File: src/rtl/exe_fwd_ctrl_pkg.sv
// Shared types for the EXE-stage forwarding/hazard controller: select codes,
// pipeline shadow record and the dependency-match helper.
package exe_fwd_ctrl_pkg;

    localparam int REG_ADDR_LEN    = 5;
    localparam int FORWARD_SEL_LEN = 2;
    localparam int CNT_LEN         = 16;

    typedef enum logic [FORWARD_SEL_LEN-1:0] {
        FWD_NONE = 2'd0,
        FWD_MEM  = 2'd1,
        FWD_WB   = 2'd2
    } fwd_sel_t;

    typedef struct packed {
        logic                    valid;
        logic [REG_ADDR_LEN-1:0] dest;
        logic                    wb_en;
        logic                    mem_rd;
    } pipe_shadow_t;

    localparam pipe_shadow_t SHADOW_BUBBLE = '0;

    // Register 0 is hard-wired zero, so a write to it never creates a dependency.
    function automatic logic dep_match(input logic [REG_ADDR_LEN-1:0] s,
                                       input pipe_shadow_t          e);
        return e.valid & e.wb_en & (e.dest == s) & (s != '0);
    endfunction

endpackage

File: src/rtl/exe_fwd_ctrl_fwd_select.sv
// Combinational operand-source picker: the newest in-flight writer of i_src wins.
module fwd_select
    import exe_fwd_ctrl_pkg::*;
(
    input  logic [REG_ADDR_LEN-1:0] i_src,
    input  logic                    i_used,
    input  pipe_shadow_t            i_ex,
    input  pipe_shadow_t            i_mem,
    output fwd_sel_t                o_sel
);

    logic w_hit_ex;
    logic w_hit_mem;

    assign w_hit_ex  = dep_match(i_src, i_ex) & ~i_ex.mem_rd;
    assign w_hit_mem = dep_match(i_src, i_mem);

    // A load still in EX is handled by the stall, so it only matters once it reaches MEM.
    always_comb begin
        o_sel = FWD_NONE;
        if (i_used) begin
            if (w_hit_ex) begin
                o_sel = FWD_MEM;
            end else if (w_hit_mem) begin
                o_sel = FWD_WB;
            end
        end
    end

endmodule

File: src/rtl/exe_fwd_ctrl.sv
// EXE-stage forwarding/hazard controller: shadows EX/MEM destinations, registers
// operand-select codes aligned with the instruction in EX, and stalls on load-use.
module exe_fwd_ctrl #(
    parameter int REG_ADDR_LEN = 5,
    parameter int CNT_LEN      = 16
) (
    input  logic                                         clk,
    input  logic                                         rst,
    input  logic                                         freeze,
    input  logic                                         flush,
    input  logic                                         id_valid,
    input  logic [REG_ADDR_LEN-1:0]                      id_src1,
    input  logic [REG_ADDR_LEN-1:0]                      id_src2,
    input  logic                                         id_use_imm,
    input  logic                                         id_is_store,
    input  logic [REG_ADDR_LEN-1:0]                      id_dest,
    input  logic                                         id_wb_en,
    input  logic                                         id_mem_rd,
    output logic [exe_fwd_ctrl_pkg::FORWARD_SEL_LEN-1:0] val1_sel,
    output logic [exe_fwd_ctrl_pkg::FORWARD_SEL_LEN-1:0] val2_sel,
    output logic [exe_fwd_ctrl_pkg::FORWARD_SEL_LEN-1:0] ST_val_sel,
    output logic                                         stall,
    output logic [CNT_LEN-1:0]                           stall_count
);

    // The WB-stage copy would retire before any consumer could select it,
    // so only the EX and MEM shadows are kept.
    exe_fwd_ctrl_pkg::pipe_shadow_t r_ex;
    exe_fwd_ctrl_pkg::pipe_shadow_t r_mem;
    exe_fwd_ctrl_pkg::pipe_shadow_t w_id_shadow;

    exe_fwd_ctrl_pkg::fwd_sel_t r_val1_sel;
    exe_fwd_ctrl_pkg::fwd_sel_t r_val2_sel;
    exe_fwd_ctrl_pkg::fwd_sel_t r_st_sel;
    exe_fwd_ctrl_pkg::fwd_sel_t w_val1_sel;
    exe_fwd_ctrl_pkg::fwd_sel_t w_val2_sel;
    exe_fwd_ctrl_pkg::fwd_sel_t w_st_sel;

    logic [CNT_LEN-1:0] r_stall_count;

    logic w_use_src2;
    logic w_ld_hit1;
    logic w_ld_hit2;
    logic w_stall;
    logic w_load_ex;

    assign w_use_src2 = ~id_use_imm | id_is_store;
    assign w_ld_hit1  = exe_fwd_ctrl_pkg::dep_match(id_src1, r_ex) & r_ex.mem_rd;
    assign w_ld_hit2  = exe_fwd_ctrl_pkg::dep_match(id_src2, r_ex) & r_ex.mem_rd;

    // flush outranks the hazard: the consumer is being killed anyway.
    assign w_stall   = ~rst & id_valid & ~flush & (w_ld_hit1 | (w_use_src2 & w_ld_hit2));
    assign w_load_ex = id_valid & ~w_stall & ~flush;

    assign w_id_shadow = '{valid:  1'b1,
                           dest:   id_dest,
                           wb_en:  id_wb_en,
                           mem_rd: id_mem_rd};

    fwd_select u_sel_val1 (
        .i_src  (id_src1),
        .i_used (1'b1),
        .i_ex   (r_ex),
        .i_mem  (r_mem),
        .o_sel  (w_val1_sel)
    );

    fwd_select u_sel_val2 (
        .i_src  (id_src2),
        .i_used (~id_use_imm),
        .i_ex   (r_ex),
        .i_mem  (r_mem),
        .o_sel  (w_val2_sel)
    );

    fwd_select u_sel_st (
        .i_src  (id_src2),
        .i_used (id_is_store),
        .i_ex   (r_ex),
        .i_mem  (r_mem),
        .o_sel  (w_st_sel)
    );

    always_ff @(posedge clk) begin
        if (rst) begin
            r_ex          <= exe_fwd_ctrl_pkg::SHADOW_BUBBLE;
            r_mem         <= exe_fwd_ctrl_pkg::SHADOW_BUBBLE;
            r_val1_sel    <= exe_fwd_ctrl_pkg::FWD_NONE;
            r_val2_sel    <= exe_fwd_ctrl_pkg::FWD_NONE;
            r_st_sel      <= exe_fwd_ctrl_pkg::FWD_NONE;
            r_stall_count <= '0;
        end else if (!freeze) begin
            r_mem <= r_ex;
            if (w_load_ex) begin
                r_ex       <= w_id_shadow;
                r_val1_sel <= w_val1_sel;
                r_val2_sel <= w_val2_sel;
                r_st_sel   <= w_st_sel;
            end else begin
                r_ex       <= exe_fwd_ctrl_pkg::SHADOW_BUBBLE;
                r_val1_sel <= exe_fwd_ctrl_pkg::FWD_NONE;
                r_val2_sel <= exe_fwd_ctrl_pkg::FWD_NONE;
                r_st_sel   <= exe_fwd_ctrl_pkg::FWD_NONE;
            end
            if (w_stall && (r_stall_count != '1)) begin
                r_stall_count <= r_stall_count + 1'b1;
            end
        end
    end

    assign val1_sel    = r_val1_sel;
    assign val2_sel    = r_val2_sel;
    assign ST_val_sel  = r_st_sel;
    assign stall       = w_stall;
    assign stall_count = r_stall_count;

endmodule
File: config.mk
export PLATFORM = sky130hd
export DESIGN_NAME = exe_fwd_ctrl
export DESIGN_NICKNAME = d
export VERILOG_FILES = /design/src/rtl/exe_fwd_ctrl_pkg.sv /design/src/rtl/exe_fwd_ctrl_fwd_select.sv /design/src/rtl/exe_fwd_ctrl.sv
export SDC_FILE = /design/constraint.sdc
export NUM_CORES = 1
export LEC_CHECK = 0
export CAP_MARGIN = 10
export CELL_PAD_IN_SITES_DETAIL_PLACEMENT = 1
export CELL_PAD_IN_SITES_GLOBAL_PLACEMENT = 1
export CORE_ASPECT_RATIO = 0.9
export CORE_MARGIN = 2
export CORE_UTILIZATION = 41
export CTS_CLUSTER_DIAMETER = 100
export CTS_CLUSTER_SIZE = 28
export DETAILED_ROUTE_END_ITERATION = 10
export PLACE_DENSITY_LB_ADDON = 0.1
export REMOVE_ABC_BUFFERS = 1
export SYNTH_ARGS = -nofsm -noshare
export SYNTH_HDL_FRONTEND = slang
export SYNTH_HIERARCHICAL = 1
export SYNTH_SLANG_ARGS = --single-unit
File: constraint.sdc
create_clock -name clk -period 4.1 [get_ports clk]
set_input_delay 1.23 -clock clk [delete_from_list [all_inputs] [get_ports clk]]
set_output_delay 1.23 -clock clk [all_outputs]
set_load 0.02 [all_outputs]
# Word-level counts from Yosys, hierarchy flattened
# Index checks and enable logic that the tools add are counted.
[classes]
addsub = 1
eq_ne = 5
n_mux = 10
bitwise = 28
reduce_logical = 4
[op_table]
columns = ["cell", "count"]
rows = [
  ["$and A1 B1 Y1", 20],
  ["$eq A5 B5 Y1", 4],
  ["$mux W2", 9],
  ["$add A16 B1 Y16 const B", 1],
  ["$ne A16 B16 Y1 const B", 1],
  ["$reduce_bool A5 Y1", 2],
  ["$mux W8", 1],
  ["$not A1 Y1", 6],
  ["$or A1 B1 Y1", 2],
  ["$reduce_and A2 Y1", 1],
  ["$logic_and A1 B1 Y1", 1],
]
[totals]
ff_bits = 37
in_bits = 24

# Depth between registers and ports, before layout
# Gate-level depths: netlist of the first run.
[logic_depth]
word_depth = 11
mapped_depth = 7
depth_no_buf = 7

# Cells and area by module
# The synthesis of the first run kept the hierarchy.
[by_module_without_submodules]
columns = ["module", "n_inst", "cells_each", "area_each_um2"]
rows = [
  ["exe_fwd_ctrl", 1, 178, 1724.2],
  ["fwd_select", 3, 21, 160.2],
]

# Worst setup path before layout of the first run
# OpenSTA, ideal clock, no wires.
[synth_path]
path_kind = "input -> output"
startpoint = "input id_src2[0]"
endpoint = "output stall"
t_arrival_ns = 2.255
t_required_ns = 2.870
setup_slack_ns = 0.615
cell_stages = 4
path_buffers = 0
cell_sequence = "xor2_1 -> nor3_2 -> nand4_4 -> a211oi_2"
[synth_via]
elab_chain_len = 7
elab_cells_between_ends = 8
cone_classes = "eq/ne: 1; bitwise: 6; reduce/logical: 1"
[synth_rtl]
columns = ["element", "line", "rtl"]
rows = [
  ["start, declared", "exe_fwd_ctrl.sv:13", "input logic [REG_ADDR_LEN-1:0] id_src2,"],
  ["$eq A5 B5 Y1", "exe_fwd_ctrl_pkg.sv:27", "return e.valid & e.wb_en & (e.dest == s) & (s != '0);"],
  ["$and A1 B1 Y1", "exe_fwd_ctrl_pkg.sv:27", ""],
  ["$and A1 B1 Y1 (*)", "exe_fwd_ctrl_pkg.sv:27", ""],
  ["$and A1 B1 Y1 (*)", "exe_fwd_ctrl.sv:49", "assign w_ld_hit2 = exe_fwd_ctrl_pkg::dep_match(id_src2, r_ex) & r_ex.mem_rd;"],
  ["$and A1 B1 Y1 (*)", "exe_fwd_ctrl.sv:52", "assign w_stall = ~rst & id_valid & ~flush & (w_ld_hit1 | (w_use_src2 & w_ld_hit2));"],
  ["$or A1 B1 Y1 (*)", "exe_fwd_ctrl.sv:52", ""],
  ["$and A1 B1 Y1 (*)", "exe_fwd_ctrl.sv:52", ""],
  ["end, declared", "exe_fwd_ctrl.sv:22", "output logic stall,"],
]
# Every way passes the cells marked *; elsewhere a longest branch is shown, timed or not.

# Final worst setup path of the first run
[layout_path]
startpoint = "input id_src1[3]"
endpoint = "output stall"
[layout_via]
elab_chain_len = 6
elab_cells_between_ends = 7
cone_classes = "eq/ne: 1; bitwise: 5; reduce/logical: 1"
[layout_rtl]
columns = ["element", "line", "rtl"]
rows = [
  ["start, declared", "exe_fwd_ctrl.sv:12", "input logic [REG_ADDR_LEN-1:0] id_src1,"],
  ["$eq A5 B5 Y1", "exe_fwd_ctrl_pkg.sv:27", ""],
  ["$and A1 B1 Y1", "exe_fwd_ctrl_pkg.sv:27", ""],
  ["$and A1 B1 Y1 (*)", "exe_fwd_ctrl_pkg.sv:27", ""],
  ["$and A1 B1 Y1 (*)", "exe_fwd_ctrl.sv:48", "assign w_ld_hit1 = exe_fwd_ctrl_pkg::dep_match(id_src1, r_ex) & r_ex.mem_rd;"],
  ["$or A1 B1 Y1 (*)", "exe_fwd_ctrl.sv:52", ""],
  ["$and A1 B1 Y1 (*)", "exe_fwd_ctrl.sv:52", ""],
]
# Marks and branches as above.

==> flow_metrics.py, run 1 <==
metrics = {
    "outcome": {
        "status": "complete, no violations",
    },
    "clocking": {
        "cts_sinks": 37,
        "numCtsBuffers": 5,
        "clk_pin_slew_worst_paths_ns": 0.07,
        "cts_tree": "yes",
        "clockRootBuffer": "clkbuf_8",
        "cts_max_level": 2,
        "hold_buffers": 0,
        "cts_setup_buffers": 0,
        "insertion_delay_ns": 0.29,
        "clockBufferDepth": 2,
        "ctsResizeCount": 5,
    },
    "die": {
        "rows": 25,
        "start_util_pct": 41.8,
        "core-area_um2": 5190,
        "die-width_um": 80.7,
        "pin_count": 47,
        "dieArea_um2": 5890,
        "die_y_um": 73.0,
    },
    "global_route": {
        "grt_start_max_net_pins": 29,
        "groute.usage.overall_pct": 23.3,
        "first_global_vias": 2069,
        "grt_pass1_wl_um": 10400,
        "grt_overflow": 0,
        "antenna_found_initial": 0,
    },
    "power_and_ir_drop": {
        "p_total_mw": 0.736,
        "leakage_nw": 1.10,
        "powerDensity_nw_per_um2": 250,
        "ir_drop_v": 0.000179,
    },
    "routing": {
        "drtPass1Iterations": 4,
        "wl_per_cell_um": 16.9,
        "drt_iter0_markers": 40,
        "viasPerCell": 5.32,
        "drt-total-wl_um": 6330,
        "ant_nets": 0,
        "drc": 0,
        "dr_total_vias": 1991,
    },
    "layout": {
        "fin_cells": 374,
        "synthToLayoutAreaGrowth_pct": 35.4,
        "mostFrequentLayoutCell": "clkdlybuf4s50_1",
        "drive_gt1_share_pct": 14.7,
        "antenna_cells": 0,
        "postLayoutCellArea_um2": 2940,
        "final_cell_mix": "clkdlybuf4s50_1, dfxtp_1, nor2_1, xor2_1, buf_4",
        "fillers": 639,
        "nNetsFinal": 332,
    },
    "critical_path": {
        "worstSetupPathType": "in -> out",
        "crit_arrival_ns": 2.76,
        "end_kind": "output port",
        "critPathLaunchType": "primary input",
        "path_buf_inv": 2,
        "worst-path-max-fanout": 2,
        "crit_chain": "clkdlybuf4s50_1, xor2_1, nor4_2, o21ai_2, a211oi_4, buf_2",
        "cpPeakStageDelay_ns": 0.45,
        "required_ns": 2.87,
        "cp_top_family": "buffers and inverters",
        "crit_path_top_delay_cell": "clkdlybuf4s50_1",
    },
    "flow_run": {
        "cap_violations": 0,
    },
    "timing": {
        "timing.hold.ws_ns": 0.483,
        "slew_headroom_pct": 31.8,
        "drv_slew": 0,
        "worst_pin_slew_ns": 1.02,
        "fin_skew_ns": 0.00497,
        "rsz0062_at_grt": "false",
        "max_clock_freq_ghz": 0.251,
        "setup_viol": 0,
        "hold_viol": 0,
        "tns_ns": 0,
        "post-route-period-util_pct": 97.3,
        "finalCriticalPeriod_ns": 3.99,
    },
    "synthesis": {
        "yosysWarnings": 6,
        "synth.avg_cell_area_um2": 9.12,
        "syn_inst": 238,
        "syn_area_um2": 2170,
    },
    "placed_design": {
        "dp_hpwl_um": 4800,
        "port_buffers": 46,
        "dp_cells": 367,
        "routabilityCongestion": 0.829,
        "dpl-instance-area_um2": 2850,
    },
    "worst_hold_path": {
        "min_path_type": "reg -> reg",
    },
}
-- state kept, by name (all words and copies together), names as in the netlist --
register and count:
stall_count 16, r_ex 8, r_mem 7, ST_val_sel 2, val1_sel 2, val2_sel 2
-- metal layers --
metal  GRT usage (%)  vias up  part of all wire [%]
met5               0        -                     0
met4            5.08        0                  0.93
met3            4.08        8                   2.9
met2            38.8       32                    48
met1            31.7      966                    48
li1                -      985                     -
-- through the flow --
step | worst slack [ns] | util, %
4_1_cts | 0.0903 | 56.6
5_1_grt | 0.00708 | 56.6
6_report | 0.111 | 56.6
3_5_place_dp | -0.396 | 54.9
2_1_floorplan | 0.615 | -
3_3_place_gp | -0.325 | 54.9
-- worst paths after layout --
check | from | end | slack, ns | depth (start not counted)
hold reg to reg | ST_val_sel[0]$_SDFFE_PP0N_ | ST_val_sel[0]$_SDFFE_PP0N_ | 0.48 | 1
setup reg to reg | r_ex[5]$_SDFFE_PP0N_ | stall_count[11]$_SDFFE_PP0P_ | 1.79 | 7
hold / removal | ST_val_sel[0]$_SDFFE_PP0N_ | ST_val_sel[0]$_SDFFE_PP0N_ | 0.48 | 1
setup / recovery | id_src1[3] | stall | 0.11 | 6
-- where the power goes --
part	switching, mW	internal, mW	leakage [nW]
Sequential	0.00765	0.362	0.299
Clock	0.132	0.134	0.0443
Combinational	0.0475	0.0540	0.762
Total	0.187	0.550	1.10
-- layout make-up --
type,count,area [um^2],share of cell area (%)
clock buffer,7,86.3,2.94
inverter,9,33.8,1.15
multi-input combinational,187,1380,47.0
sequential,37,741,25.2
tap,67,83.8,2.85
timing repair buffer,67,613,20.9
No activity file was read; power rests on OpenSTA's default activity.
==> inputs of run 2 (changes only) <==
--- a/config.mk
+++ b/config.mk
@@ -10,11 +10,12 @@
 export CELL_PAD_IN_SITES_GLOBAL_PLACEMENT = 1
 export CORE_ASPECT_RATIO = 0.9
 export CORE_MARGIN = 2
-export CORE_UTILIZATION = 41
+export CORE_UTILIZATION = 40
 export CTS_CLUSTER_DIAMETER = 100
 export CTS_CLUSTER_SIZE = 28
 export DETAILED_ROUTE_END_ITERATION = 10
-export PLACE_DENSITY_LB_ADDON = 0.1
+export HOLD_SLACK_MARGIN = 0.06
+export PLACE_DENSITY = 0.85
 export REMOVE_ABC_BUFFERS = 1
 export SYNTH_ARGS = -nofsm -noshare
 export SYNTH_HDL_FRONTEND = slang
==> run 2 against run 1 <==
  * Final cell count decreased by 0.80%
  * Global-route usage rose by 0.80 points
  * Critical path depth stayed put
  * Sequential share of layout area up 0.24 points
  * Die area up 2.4%
  * Sequential power about the same
  * Worst hold slack better by 0.0026 ns
  * Clock power down 11%
  * Via count increased by 2.7%
==> flow_metrics.py, run 2 (synthesis results as in run 1) <==
metrics = {
    "outcome": {
        "status": "complete, no violations",
    },
    "routing": {
        "drt-total-wl_um": 6640,
        "drtPass1Iterations": 5,
        "dr_total_vias": 2045,
        "drc": 0,
        "viasPerCell": 5.51,
        "ant_nets": 0,
        "drt_iter0_markers": 55,
        "wl_per_cell_um": 17.9,
    },
    "power_and_ir_drop": {
        "seqPwrFrac_pct": 52.2,
        "p_sw_share_pct": 25.4,
        "leakage_nw": 1.09,
        "power_switching_mw": 0.180,
        "pwr-share-clk_pct": 33.2,
        "pwr-share-comb_pct": 14.6,
        "internal_power_mw": 0.527,
        "ir_drop_v": 0.000161,
        "powerDensity_nw_per_um2": 243,
    },
    "clocking": {
        "hold_buffers": 0,
        "cts_sinks": 37,
        "cts_tree": "yes",
        "clockRootBuffer": "clkbuf_8",
        "clockBufferDepth": 2,
        "cts_max_level": 2,
        "clk_pin_slew_worst_paths_ns": 0.07,
        "insertion_delay_ns": 0.29,
        "numCtsBuffers": 5,
    },
    "global_route": {
        "gr-usage-met1_pct": 30.0,
        "grt_start_max_net_pins": 29,
        "grt_pass1_wl_um": 11000,
        "groute.usage.overall_pct": 24.1,
        "first_global_vias": 2216,
        "antenna_found_initial": 0,
        "top_usage_layer": "met2",
        "met2_usage_pct": 42.3,
        "grt_overflow": 0,
        "met3_usage_pct": 4.91,
    },
    "die": {
        "pin_count": 47,
        "die_y_um": 73.9,
        "die-width_um": 81.7,
        "start_util_pct": 41.3,
        "rows": 25,
        "dieArea_um2": 6030,
        "core-area_um2": 5260,
    },
    "timing": {
        "finalCriticalPeriod_ns": 4.04,
        "post-route-period-util_pct": 98.4,
        "rsz0062_at_grt": "false",
        "setup_viol": 0,
        "drv_slew": 0,
        "hold_viol": 0,
        "worst_pin_slew_ns": 1.03,
        "fin_ws_ns": 0.0646,
        "fin_skew_ns": 0.00882,
        "slew_headroom_pct": 31.0,
        "max_clock_freq_ghz": 0.248,
    },
    "placed_design": {
        "port_buffers": 46,
        "dp_hpwl_um": 4930,
        "routabilityCongestion": 0.816,
        "dp_cells": 365,
        "dpl-instance-area_um2": 2840,
        "dp_slack_ns": -0.397,
    },
    "layout": {
        "drive_gt1_share_pct": 14.1,
        "antenna_cells": 0,
        "largest_reg_flops": 16,
        "nNetsFinal": 330,
        "postLayoutCellArea_um2": 2910,
        "mostFrequentLayoutCell": "clkdlybuf4s50_1",
        "final_cell_mix": "clkdlybuf4s50_1, dfxtp_1, nor2_1, xor2_1, xnor2_1",
        "fin_cells": 371,
        "fin_util_pct": 55.4,
        "synthToLayoutAreaGrowth_pct": 34.2,
    },
    "critical_path": {
        "worstSetupPathType": "in -> out",
        "crit_arrival_ns": 2.81,
        "r2r_slack_ns": 1.79,
        "critPathLaunchType": "primary input",
        "required_ns": 2.87,
        "worst-path-max-fanout": 3,
        "end_kind": "output port",
    },
    "worst_hold_path": {
        "min_path_type": "reg -> reg",
    },
    "flow_run": {
        "cap_violations": 0,
    },
}
## run 2: cell count changes in the layout (fill, tap and decap cells not counted), sizes merged
cell    delta
buf        -2
clkbuf     -2
clkinv     +1
## run 2: worst paths after layout
kind / startpoint / endpoint / depth (start not counted)
max: id_src2[1] / stall / 6
min: val2_sel[0]$_SDFFE_PP0N_ / val2_sel[0]$_SDFFE_PP0N_ / 1
max reg2reg: r_ex[2]$_SDFFE_PP0N_ / r_ex[6]$_SDFFE_PP0N_ / 7
min reg2reg: val2_sel[0]$_SDFFE_PP0N_ / val2_sel[0]$_SDFFE_PP0N_ / 1
## run 2: routing by layer
layer | wire [um] | vias to the layer above | part of all wire, %
li1 | - | 982 | -
met1 | 3020 | 1016 | 46
met2 | 3340 | 35 | 50
met3 | 160 | 12 | 2.4
met4 | 118 | 0 | 1.8
met5 | 0 | - | 0
## run 2: stage by stage
step	hold WS, ns	setup TNS (ns)	power (mW)
floorplan	0.490	0	0.415
global placement	0.466	-0.316	0.473
detailed placement	0.465	-0.397	0.477
CTS	0.491	0	0.710
global route	0.508	0	0.735
finish	0.486	0	0.707
## run 2: layout make-up
type | instances | area (um^2)
Fill cell | 620 | 2340
Multi-Input combinational cell | 187 | 1380
Inverter | 9 | 33.8
Timing Repair Buffer | 65 | 598
Sequential cell | 37 | 741
Clock inverter | 1 | 5.00
Tap cell | 67 | 83.8
Clock buffer | 5 | 68.8
## run 2: power groups by stage
stage	Combinational [mW]	Sequential (mW)	Clock, mW
after global routing	0.110	0.369	0.255
final	0.103	0.369	0.235
after floorplan	0.0401	0.375	0
after detailed placement	0.0997	0.377	0
after CTS	0.102	0.369	0.240
after global placement	0.0964	0.377	0
## run 2: critical path, stage by stage
cell             delay, ns
clkdlybuf4s50_1       0.56
nor4_1                0.09
o21bai_1              0.26
nand4_4               0.14
a211oi_4              0.30
buf_2                 0.22
## run 2: timing repair
item,CTS,global route
setup buffers,0,0
setup endpoints to repair,1,0
gates resized for setup,5,0
